**config.mk**
```make
export PLATFORM = sky130hd
export DESIGN_NAME = pll_reset_seq
export DESIGN_NICKNAME = d
export VERILOG_FILES = /design/src/rtl/pll_reset_seq_pkg.sv /design/src/rtl/pll_reset_seq_sync2.sv /design/src/rtl/pll_reset_seq.sv
export SDC_FILE = /design/constraint.sdc
export NUM_CORES = 1
export LEC_CHECK = 0
export BUFFER_PORTS_ARGS = -buffer_cell sky130_fd_sc_hd__buf_2
export CORE_MARGIN = 2
export CORE_UTILIZATION = 50
export DETAILED_ROUTE_END_ITERATION = 8
export HOLD_SLACK_MARGIN = 0.03
export PLACE_DENSITY = 0.79
export SYNTH_ARGS = -nofsm -noshare
export SYNTH_HDL_FRONTEND = slang
export SYNTH_HIERARCHICAL = 1
export SYNTH_SLANG_ARGS = --single-unit
```
**constraint.sdc**
```tcl
create_clock -name clk -period 6.1 [get_ports clk]
set_clock_uncertainty 0.2 [all_clocks]
set_input_delay 1.22 -clock clk [delete_from_list [all_inputs] [get_ports clk]]
set_output_delay 1.22 -clock clk [all_outputs]
set_load 0.01 [all_outputs]
```
**src/rtl/pll_reset_seq_pkg.sv**
```systemverilog
// rtl/pll_reset_seq_pkg.sv - shared state encodings and timer sizing for the PLL reset sequencer
//
// Purpose: state enum shared by the sequencer and any debug/LED decode of state_o,
// plus the helper that sizes the single qualification/hold timer.
// Ports: none (package).

package pll_reset_seq_pkg;

    typedef enum logic [1:0] {
        ST_WAIT = 2'd0,
        ST_STAB = 2'd1,
        ST_HOLD = 2'd2,
        ST_RUN  = 2'd3
    } state_e;

    // One timer serves both STAB and HOLD, so it must hold the larger terminal count.
    function automatic int timer_width(input int stable_cycles, input int hold_cycles);
        int max_cycles;
        max_cycles = (stable_cycles > hold_cycles) ? stable_cycles : hold_cycles;
        return $clog2(max_cycles + 1);
    endfunction

endpackage

```
**src/rtl/pll_reset_seq_sync2.sv**
```systemverilog
// rtl/pll_reset_seq_sync2.sv - two-flop synchroniser for a single asynchronous level
//
// Purpose: brings an asynchronous level (PLL LOCK) into the clk domain.
// Ports:
//   clk  in  1  destination clock
//   rst  in  1  synchronous active-high reset, clears both flops
//   d_i  in  1  asynchronous input level
//   q_o  out 1  synchronised level, two clk edges of latency

module pll_reset_seq_sync2 (
    input  logic clk,
    input  logic rst,
    input  logic d_i,
    output logic q_o
);

    logic meta_q;
    logic sync_q;

    always_ff @(posedge clk) begin
        if (rst) begin
            meta_q <= 1'b0;
            sync_q <= 1'b0;
        end else begin
            meta_q <= d_i;
            sync_q <= meta_q;
        end
    end

    assign q_o = sync_q;

endmodule

```
**src/rtl/pll_reset_seq.sv**
```systemverilog
// rtl/pll_reset_seq.sv - holds system reset until PLL lock is qualified, re-asserts on lock loss
//
// Purpose: consumes PLL LOCK in the PLL output clock domain and produces a clean synchronous
// reset. Reset is released only after lock has stayed high for STABLE_CYCLES plus HOLD_CYCLES;
// any loss of lock after release re-asserts reset and is counted / flagged for debug.
// Ports:
//   clk              in  1      PLL output clock
//   rst              in  1      synchronous active-high reset
//   lock_in          in  1      PLL LOCK, asynchronous to clk
//   clear_sticky     in  1      single-cycle pulse, clears lock_lost_sticky
//   sys_rst          out 1      synchronous active-high reset to downstream logic
//   sys_ready        out 1      registered inverse of sys_rst
//   lock_loss_cnt    out CNT_W  saturating count of lock losses while running
//   lock_lost_sticky out 1      set on any lock loss while running
//   state_o          out 2      current sequencer state

module pll_reset_seq
    import pll_reset_seq_pkg::*;
#(
    parameter int STABLE_CYCLES = 172000,
    parameter int HOLD_CYCLES   = 16,
    parameter int CNT_W         = 8
) (
    input  logic             clk,
    input  logic             rst,
    input  logic             lock_in,
    input  logic             clear_sticky,
    output logic             sys_rst,
    output logic             sys_ready,
    output logic [CNT_W-1:0] lock_loss_cnt,
    output logic             lock_lost_sticky,
    output logic [1:0]       state_o
);

    localparam int TMR_W = timer_width(STABLE_CYCLES, HOLD_CYCLES);
    localparam logic [TMR_W-1:0] STAB_LAST = TMR_W'(STABLE_CYCLES - 1);
    localparam logic [TMR_W-1:0] HOLD_LAST = TMR_W'(HOLD_CYCLES - 1);

    logic             lock_s;
    state_e           state_q;
    logic [TMR_W-1:0] timer_q;
    logic [CNT_W-1:0] cnt_q;
    logic             sticky_q;
    logic             sys_rst_q;
    logic             sys_ready_q;

    pll_reset_seq_sync2 u_lock_sync (
        .clk (clk),
        .rst (rst),
        .d_i (lock_in),
        .q_o (lock_s)
    );

    // sys_rst/sys_ready default to "in reset" every edge and are only driven low
    // on edges whose next state is RUN, so they track state_q with no extra delay.
    always_ff @(posedge clk) begin
        if (rst) begin
            state_q     <= ST_WAIT;
            timer_q     <= '0;
            cnt_q       <= '0;
            sticky_q    <= 1'b0;
            sys_rst_q   <= 1'b1;
            sys_ready_q <= 1'b0;
        end else begin
            sys_rst_q   <= 1'b1;
            sys_ready_q <= 1'b0;

            // A loss event later in this block overrides the clear.
            if (clear_sticky) begin
                sticky_q <= 1'b0;
            end

            case (state_q)
                ST_WAIT: begin
                    if (lock_s) begin
                        state_q <= ST_STAB;
                        timer_q <= '0;
                    end
                end
                ST_STAB: begin
                    if (!lock_s) begin
                        state_q <= ST_WAIT;
                        timer_q <= '0;
                    end else if (timer_q == STAB_LAST) begin
                        state_q <= ST_HOLD;
                        timer_q <= '0;
                    end else begin
                        timer_q <= timer_q + TMR_W'(1);
                    end
                end
                ST_HOLD: begin
                    if (!lock_s) begin
                        state_q <= ST_WAIT;
                        timer_q <= '0;
                    end else if (timer_q == HOLD_LAST) begin
                        state_q     <= ST_RUN;
                        sys_rst_q   <= 1'b0;
                        sys_ready_q <= 1'b1;
                    end else begin
                        timer_q <= timer_q + TMR_W'(1);
                    end
                end
                ST_RUN: begin
                    if (!lock_s) begin
                        state_q  <= ST_WAIT;
                        timer_q  <= '0;
                        sticky_q <= 1'b1;
                        if (cnt_q != {CNT_W{1'b1}}) begin
                            cnt_q <= cnt_q + CNT_W'(1);
                        end
                    end else begin
                        sys_rst_q   <= 1'b0;
                        sys_ready_q <= 1'b1;
                    end
                end
                default: begin
                    state_q <= ST_WAIT;
                    timer_q <= '0;
                end
            endcase
        end
    end

    assign sys_rst          = sys_rst_q;
    assign sys_ready        = sys_ready_q;
    assign lock_loss_cnt    = cnt_q;
    assign lock_lost_sticky = sticky_q;
    assign state_o          = state_q;

endmodule

```
; Yosys cells after proc, flatten, opt, wreduce, memory -nomap -nowiden
; Index checks and enable logic that the tools add are counted.
[word_totals]
reg_bits = 33
in_bits = 4
output_inout_bits = 13
wordCells = 51
[classes]
addsub = 2
eq_ne = 11
muxes = 25
n_bitwise = 1
n_reduce_logical = 4
[op_table]
columns = cell, count
row1 = two-way mux 18 bit, 6
row2 = one-hot mux 18 bit (4 select lines), 1
row3 = adder 18 x 1 -> 18 bit (second input constant), 1
row4 = == test 18 bit (second input constant), 1
row5 = == test 18 x 4 -> 1 bit (second input constant), 1
row6 = two-way mux 2 bit, 6
row7 = two-way mux 1 bit, 9
row8 = != test 3 bit (second input constant), 3
row9 = adder 8 x 1 -> 8 bit (second input constant), 1
row10 = != test 8 bit (second input constant), 1
row11 = one-hot mux 2 bit (4 select lines), 1
row12 = AND reduction 3 bit, 2
row13 = == test 2 bit (second input constant), 2
row14 = one-hot mux 1 bit (2 select lines), 2
row15 = AND reduction 4 bit, 1
row16 = == test 2 x 1 -> 1 bit (second input constant), 1
row17 = logical NOT 2 bit, 1
row18 = != test 2 x 1 -> 1 bit (second input constant), 1
row19 = != test 2 bit (second input constant), 1
row20 = NOT 1 bit, 1

; Longest topological paths before layout
; Gate-level depths: netlist of the first run.
[logic_depth]
depth_word = 4
ltp_mapped = 7
ltp_nobuf = 7

; Hierarchy
; The synthesis of the first run kept the hierarchy.
[by_module_without_submodules]
columns = mod, instances, cells_per_inst, area_per_inst_um2, seq_area_each_um2
row1 = pll_reset_seq, 1, 188, 1592.8, 620.6
row2 = pll_reset_seq_sync2, 1, 4, 52.6, 40.0

; Worst setup path after synthesis of the first run
; OpenSTA, ideal clock, no wires.
[synth_path]
kind = in2reg
start = in rst
end = reg state_q[1], in the netlist state_o[1]
setup_ns = 0.069
t_arrival_ns = 2.210
required_ns = 5.831
setup_slack_ns = 3.622
stages = 5
path_buffers = 0
cell_sequence = nor2b_1 -> o21ai_0 -> or4_1 -> or3_1 -> o21ai_1
[synth_rtl]
columns = element, line
row1 = start: declaration, pll_reset_seq.sv:25  ; input logic rst,
row2 = end signal: assignment, pll_reset_seq.sv:58  ; state_q <= ST_WAIT;
row3 = end signal: assignment, pll_reset_seq.sv:76  ; state_q <= ST_STAB;
row4 = end signal: assignment, pll_reset_seq.sv:82  ; state_q <= ST_WAIT;
row5 = end: declaration, pll_reset_seq.sv:40  ; state_e state_q;

==> impl_metrics.ini, run 1 <==
[clocking]
post_cts.repair.setup_buffers = 0
cts-buffers-inserted = 5
htreeDepth = 2
ctsLongestPathBuffers = 2
cts_hold_buf = 0
insertion_delay_ps = 340
tritoncts = built
cts_root_buf = clkbuf_4
cts_num_sinks = 33
cts_resized = 0
path_clk_slew_ps = 100

[drt]
drc = 0
vias = 1324
dr.pass1.iters = 4
wl_met1_um = 1570
avgViaCountPerCell = 5.17
ant_nets = 0
wl_met3_um = 152
dr.max_layer_used = met4
wl_per_cell_um = 11.6
first_iter_violations = 83
drt-total-wl_um = 2970
dr_wl_met2_um = 1200

[die]
num_rows = 20
die_height_um = 61.4
core_area_um2 = 3100
initial_core_util = 0.530
dieWidth_um = 61.4
die-area_um2 = 3770
io_pins = 17

[sta]
drv_slew = 0
max_slew_margin = 0.588
fin_ws_ps = 3610
rsz0062_at_grt = false
tightest_slew_ps = 613
setup_viol = 0
layout_min_cycle_time_ps = 2490
setup_tns_ps = 0
period_share = 0.408
max_clock_freq_mhz = 401
hold_viol = 0

[grt]
grt_pass1_wl_um = 5130
antenna_found_initial = 0
grt_pass1_vias = 1209
overflow = 0
grt_max_degree = 19
groute.usage.overall = 0.185

[final_layout]
nNetsFinal = 222
final_layout_size_suffix_gt1_frac = 0.132
nFillCells = 303
areaGrowthSynthToFinish_pct = 9.73
num_antenna_cells = 0

[critical_path]
arrival_ps = 2570
rr_endpoint = timer_q[17]$_SDFFE_PP0P_
r2r_cells = 7
cp-end-kind = register
ff2ff_setup_slack_ps = 3670
r2r-start = state_o[1]$_SDFFE_PP0P_
crit_required_ps = 6180
critPathLaunchType = input port
critPathKind = in -> reg
worstPathMaxFanout = 18

[synth]
syn_area_per_cell_um2 = 8.57
synth_fp_nets = 203
netlist_area_um2 = 1650
synth-edff-count = 0
syn_inst = 192
synth_flop_cell = dfxtp_1
ys_ff_latch = 33
ys_warn_count = 6
yosysUniqueCellTypes = 42
ys_seq_area_frac = 0.402
synthArstFlopShare = 0

[place]
portBuffers = 16
hpwlAfterDp_um = 2160
gp_congestion = 0.848
place_ws_ps = 3290

[worst_hold_path]
min_from = u_lock_sync/meta_q$_SDFF_PP0_
hold_path_class = reg -> reg
min_to = u_lock_sync/q_o$_SDFF_PP0_
min_delay_path_depth = 1

[outcome]
run_status = completed

[pwr]
power.leakage_nw = 0.666
ir_drop_mv = 0.105
power_per_cell_area_nw_per_um2 = 200

[flow_run]
maxCapViolations = 0
## worst max-delay path, stage by stage
cell     delay (ps)
buf_2           200
nor2b_1         210
o21ai_0         110
or4_1           390
or3_1           310
o21ai_1         110
## metal layers
layer | vias up | track usage
met1 | 574 | 0.248
met2 | 35 | 0.266
met3 | 6 | 0.0756
li1 | 709 | -
met4 | 0 | 0.0699
met5 | - | 0
## synth_stat cells, types with 5 or more instances
| cell | n | area [µm²] |
|---|---|---|
| a21oi_1 | 6 | 30.0 |
| nand3_1 | 10 | 50.1 |
| dfxtp_1 | 33 | 661 |
| nand2_1 | 14 | 52.6 |
| nor2_1 | 28 | 105 |
| o21ai_0 | 6 | 30.0 |
| ha_1 | 7 | 87.6 |
| xor2_1 | 8 | 70.1 |
| xnor2_1 | 12 | 105 |
| and3_1 | 5 | 31.3 |
| nor3_1 | 7 | 35.0 |
| inv_1 | 9 | 33.8 |
## area by class of cell
type	count	area, µm²	share of cell area
clock buffers	6	41.3	0.0229
clock inverters	2	10.0	0.00554
inverters	9	33.8	0.0187
multi-input cells	146	925	0.512
flip-flops and latches	33	661	0.366
well taps	44	55.1	0.0305
repair buffers	16	80.1	0.0444
## metrics by stage
step	utilization	cells	hold WS (ps)	power, mW	cell area, µm²
2_1_floorplan	-	192	214	0.245	1650
3_3_place_gp	0.565	248	240	0.251	1750
3_5_place_dp	0.565	248	247	0.251	1750
4_1_cts	0.582	256	262	0.364	1810
5_1_grt	0.582	256	269	0.379	1810
6_report	0.582	256	257	0.360	1810
## worst max path at each step
| stage | cells after the start | end | slack, ps | startpoint |
|---|---|---|---|---|
| final | 6 | state_o[1]$_SDFFE_PP0P_ | 3610 | rst |
| after global routing | 7 | timer_q[17]$_SDFFE_PP0P_ | 3410 | state_o[0]$_SDFFE_PP0P_ |
| after CTS | 6 | state_o[1]$_SDFFE_PP0P_ | 3640 | rst |
| after detailed placement | 6 | state_o[1]$_SDFFE_PP0P_ | 3290 | rst |
| after global placement | 6 | state_o[1]$_SDFFE_PP0P_ | 3340 | rst |
| after floorplan | 5 | state_o[1]$_SDFFE_PP0P_ | 3620 | rst |
## state kept, by name, summed over array words and instances (netlist names)
register	flops
lock_lost_sticky	1
sys_ready	1
lock_loss_cnt	8
state_o	2
u_lock_sync/meta_q	1
u_lock_sync/q_o	1
timer_q	18
sys_rst	1
## cells in the final DEF, fill, tap and decap left out, drive strengths merged, types with 3 or more instances in the layout
master  synthesis  routed
nand2          14      14
o211ai          3       3
dfxtp          33      33
nand2b          3       3
inv             9       9
xor2            8       8
clkbuf          3       6
a21oi           6       6
nor3            7       7
xnor2          12      12
nor2           28      28
and3            5       5
nor4            4       4
o21ai           8       8
nand4           4       4
buf             1      16
nor2b           4       4
ha              7       7
nand3          10      10
## kinds of logic (layout without fill, tap and decap cells)
| kind of cell | Yosys count | after routing | synth area share |
|---|---|---|---|
| buf+inv | 13 | 33 | 0.0365 |
| compound gates | 29 | 29 | 0.118 |
| flops | 33 | 33 | 0.402 |
| mux | 3 | 3 | 0.0190 |
| simple gates | 87 | 87 | 0.265 |
| fa+ha+maj | 7 | 7 | 0.0532 |
| xor+xnor | 20 | 20 | 0.106 |
## power by group
group	internal, mW	switching, mW
clock network	0.0438	0.0703
registers	0.217	0.00183
logic	0.00959	0.0181
Power figures use the tool's default switching activity.
==> inputs of run 2 (changes only) <==
clock period = 2.5 ns   (was 6.1 ns; I/O delays follow)
==> run 2 against run 1 <==
Against the previous run:
- final cell count grew 1.2%
- global-route usage grew 0.95 points
- non-clock buffer count grew 3
- combinational power grew to 2.7 times the previous value
- die area is the same
- first-iteration DRC count grew 6.0%
- worst hold slack lost 84 ps
- sequential share of layout area shrank 0.82 points
- register-to-register slack lost 3400 ps
- sequential cell count is the same
- clock power grew to 3.0 times the previous value
- utilization grew 1.3 points
- critical endpoint is now timer_q[4]$_SDFFE_PP0P_
==> impl_metrics.ini, run 2 (same netlist as run 1, synthesis figures left out) <==
[final_layout]
num_antenna_cells = 0
registers.top_by_ff_count = timer_q
stdcell_count = 259
nNetsFinal = 225
largest_register_ffs = 18
final_layout_size_suffix_gt1_frac = 0.149
areaGrowthSynthToFinish_pct = 12.2
layout_common_cells = 33 x dfxtp_1, 28 x nor2_1, 16 x buf_2
mostFrequentLayoutCell = dfxtp_1

[worst_hold_path]
hold_path_class = in -> reg

[grt]
groute.usage.overall = 0.194
use_met3 = 0.0819
grt_pass1_vias = 1215
grt.busiest_layer = met1
grt_pass1_wl_um = 5350
grt_max_degree = 18
met2_usage = 0.272
gr-usage-met1 = 0.273
overflow = 0
antenna_found_initial = 0

[drt]
ant_nets = 0
wl_per_cell_um = 12.0
vias = 1365
drc = 0
dr.pass1.iters = 4
drt-total-wl_um = 3100
avgViaCountPerCell = 5.27
first_iter_violations = 88

[critical_path]
crit_required_ps = 2570
worstPathMaxFanout = 7
critPathKind = reg -> reg
critPathLaunchType = register
cp-end-kind = register
arrival_ps = 2330
ff2ff_setup_slack_ps = 240

[clocking]
cts_num_sinks = 33
cts_resized = 0
htreeDepth = 2
cts_hold_buf = 0
insertion_delay_ps = 340
ctsLongestPathBuffers = 2
post_cts.repair.setup_buffers = 0
tritoncts = built
cts-buffers-inserted = 5
path_clk_slew_ps = 90
cts_root_buf = clkbuf_4

[sta]
max_clock_freq_mhz = 443
tightest_slew_ps = 603
layout_min_cycle_time_ps = 2260
drv_slew = 0
period_share = 0.903
max_slew_margin = 0.594
rsz0062_at_grt = false
hold_viol = 0
setup_viol = 0
setup_tns_ps = 0

[pwr]
power_per_cell_area_nw_per_um2 = 513
power.leakage_nw = 0.689
ir_drop_mv = 0.314

[die]
dieWidth_um = 61.4
die_height_um = 61.4
core_area_um2 = 3100
initial_core_util = 0.530
num_rows = 20
die-area_um2 = 3770
io_pins = 17

[place]
hpwlAfterDp_um = 2270
portBuffers = 16
placed_cells = 251
gp_congestion = 0.971

[flow_run]
maxCapViolations = 0

[outcome]
run_status = completed
-- run 2: worst max-delay path, cell delays in order, from the launching register on --
cell and delay, ps:
dfxtp_1 340, ha_1 230, and3_1 250, and4b_2 240
a41o_2 320, or4b_1 460, a21oi_1 150
-- run 2: final cells by class --
| cell class | instances | area (µm²) |
|---|---|---|
| well taps | 44 | 55.1 |
| repair buffers | 19 | 103 |
| inverters | 9 | 33.8 |
| clock inverters | 1 | 5.00 |
| flip-flops and latches | 33 | 661 |
| fillers | 281 | 1260 |
| multi-input cells | 146 | 925 |
| clock buffers | 7 | 65.1 |
-- run 2: per-layer routing --
layer / vias to the layer above / share of wire
met1: 616 / 0.53
met3: 4 / 0.047
met2: 28 / 0.41
li1: 717 / -
met5: - / 0
met4: 0 / 0.010
-- run 2: report_power, final --
group | total, mW | internal [mW] | switching, mW
clock | 0.338 | 0.163 | 0.175
sequential | 0.534 | 0.529 | 0.00424
combinational | 0.0754 | 0.0299 | 0.0455
total | 0.947 | 0.722 | 0.225
-- run 2: path summary, 6_finish.rpt --
kind	from	end	cells past startpoint
worst min-delay path	lock_in	u_lock_sync/meta_q$_SDFF_PP0_	2
worst max register to register	timer_q[0]$_SDFFE_PP0P_	timer_q[4]$_SDFFE_PP0P_	6
worst max-delay path	timer_q[0]$_SDFFE_PP0P_	timer_q[4]$_SDFFE_PP0P_	6
worst min register to register	u_lock_sync/meta_q$_SDFF_PP0_	u_lock_sync/q_o$_SDFF_PP0_	1
-- run 2: through the flow --
step                      worst slack [ps]  hold WS [ps]  utilization  cell area [µm²]  power, mW
after floorplan                        360           214            -             1650      0.598
after global placement                 304           223        0.573             1780      0.620
after detailed placement               263           227        0.573             1780      0.621
after CTS                              241           159        0.595             1850      0.963
after global routing                  84.5           152        0.595             1850       1.00
final                                  243           173        0.595             1850      0.947
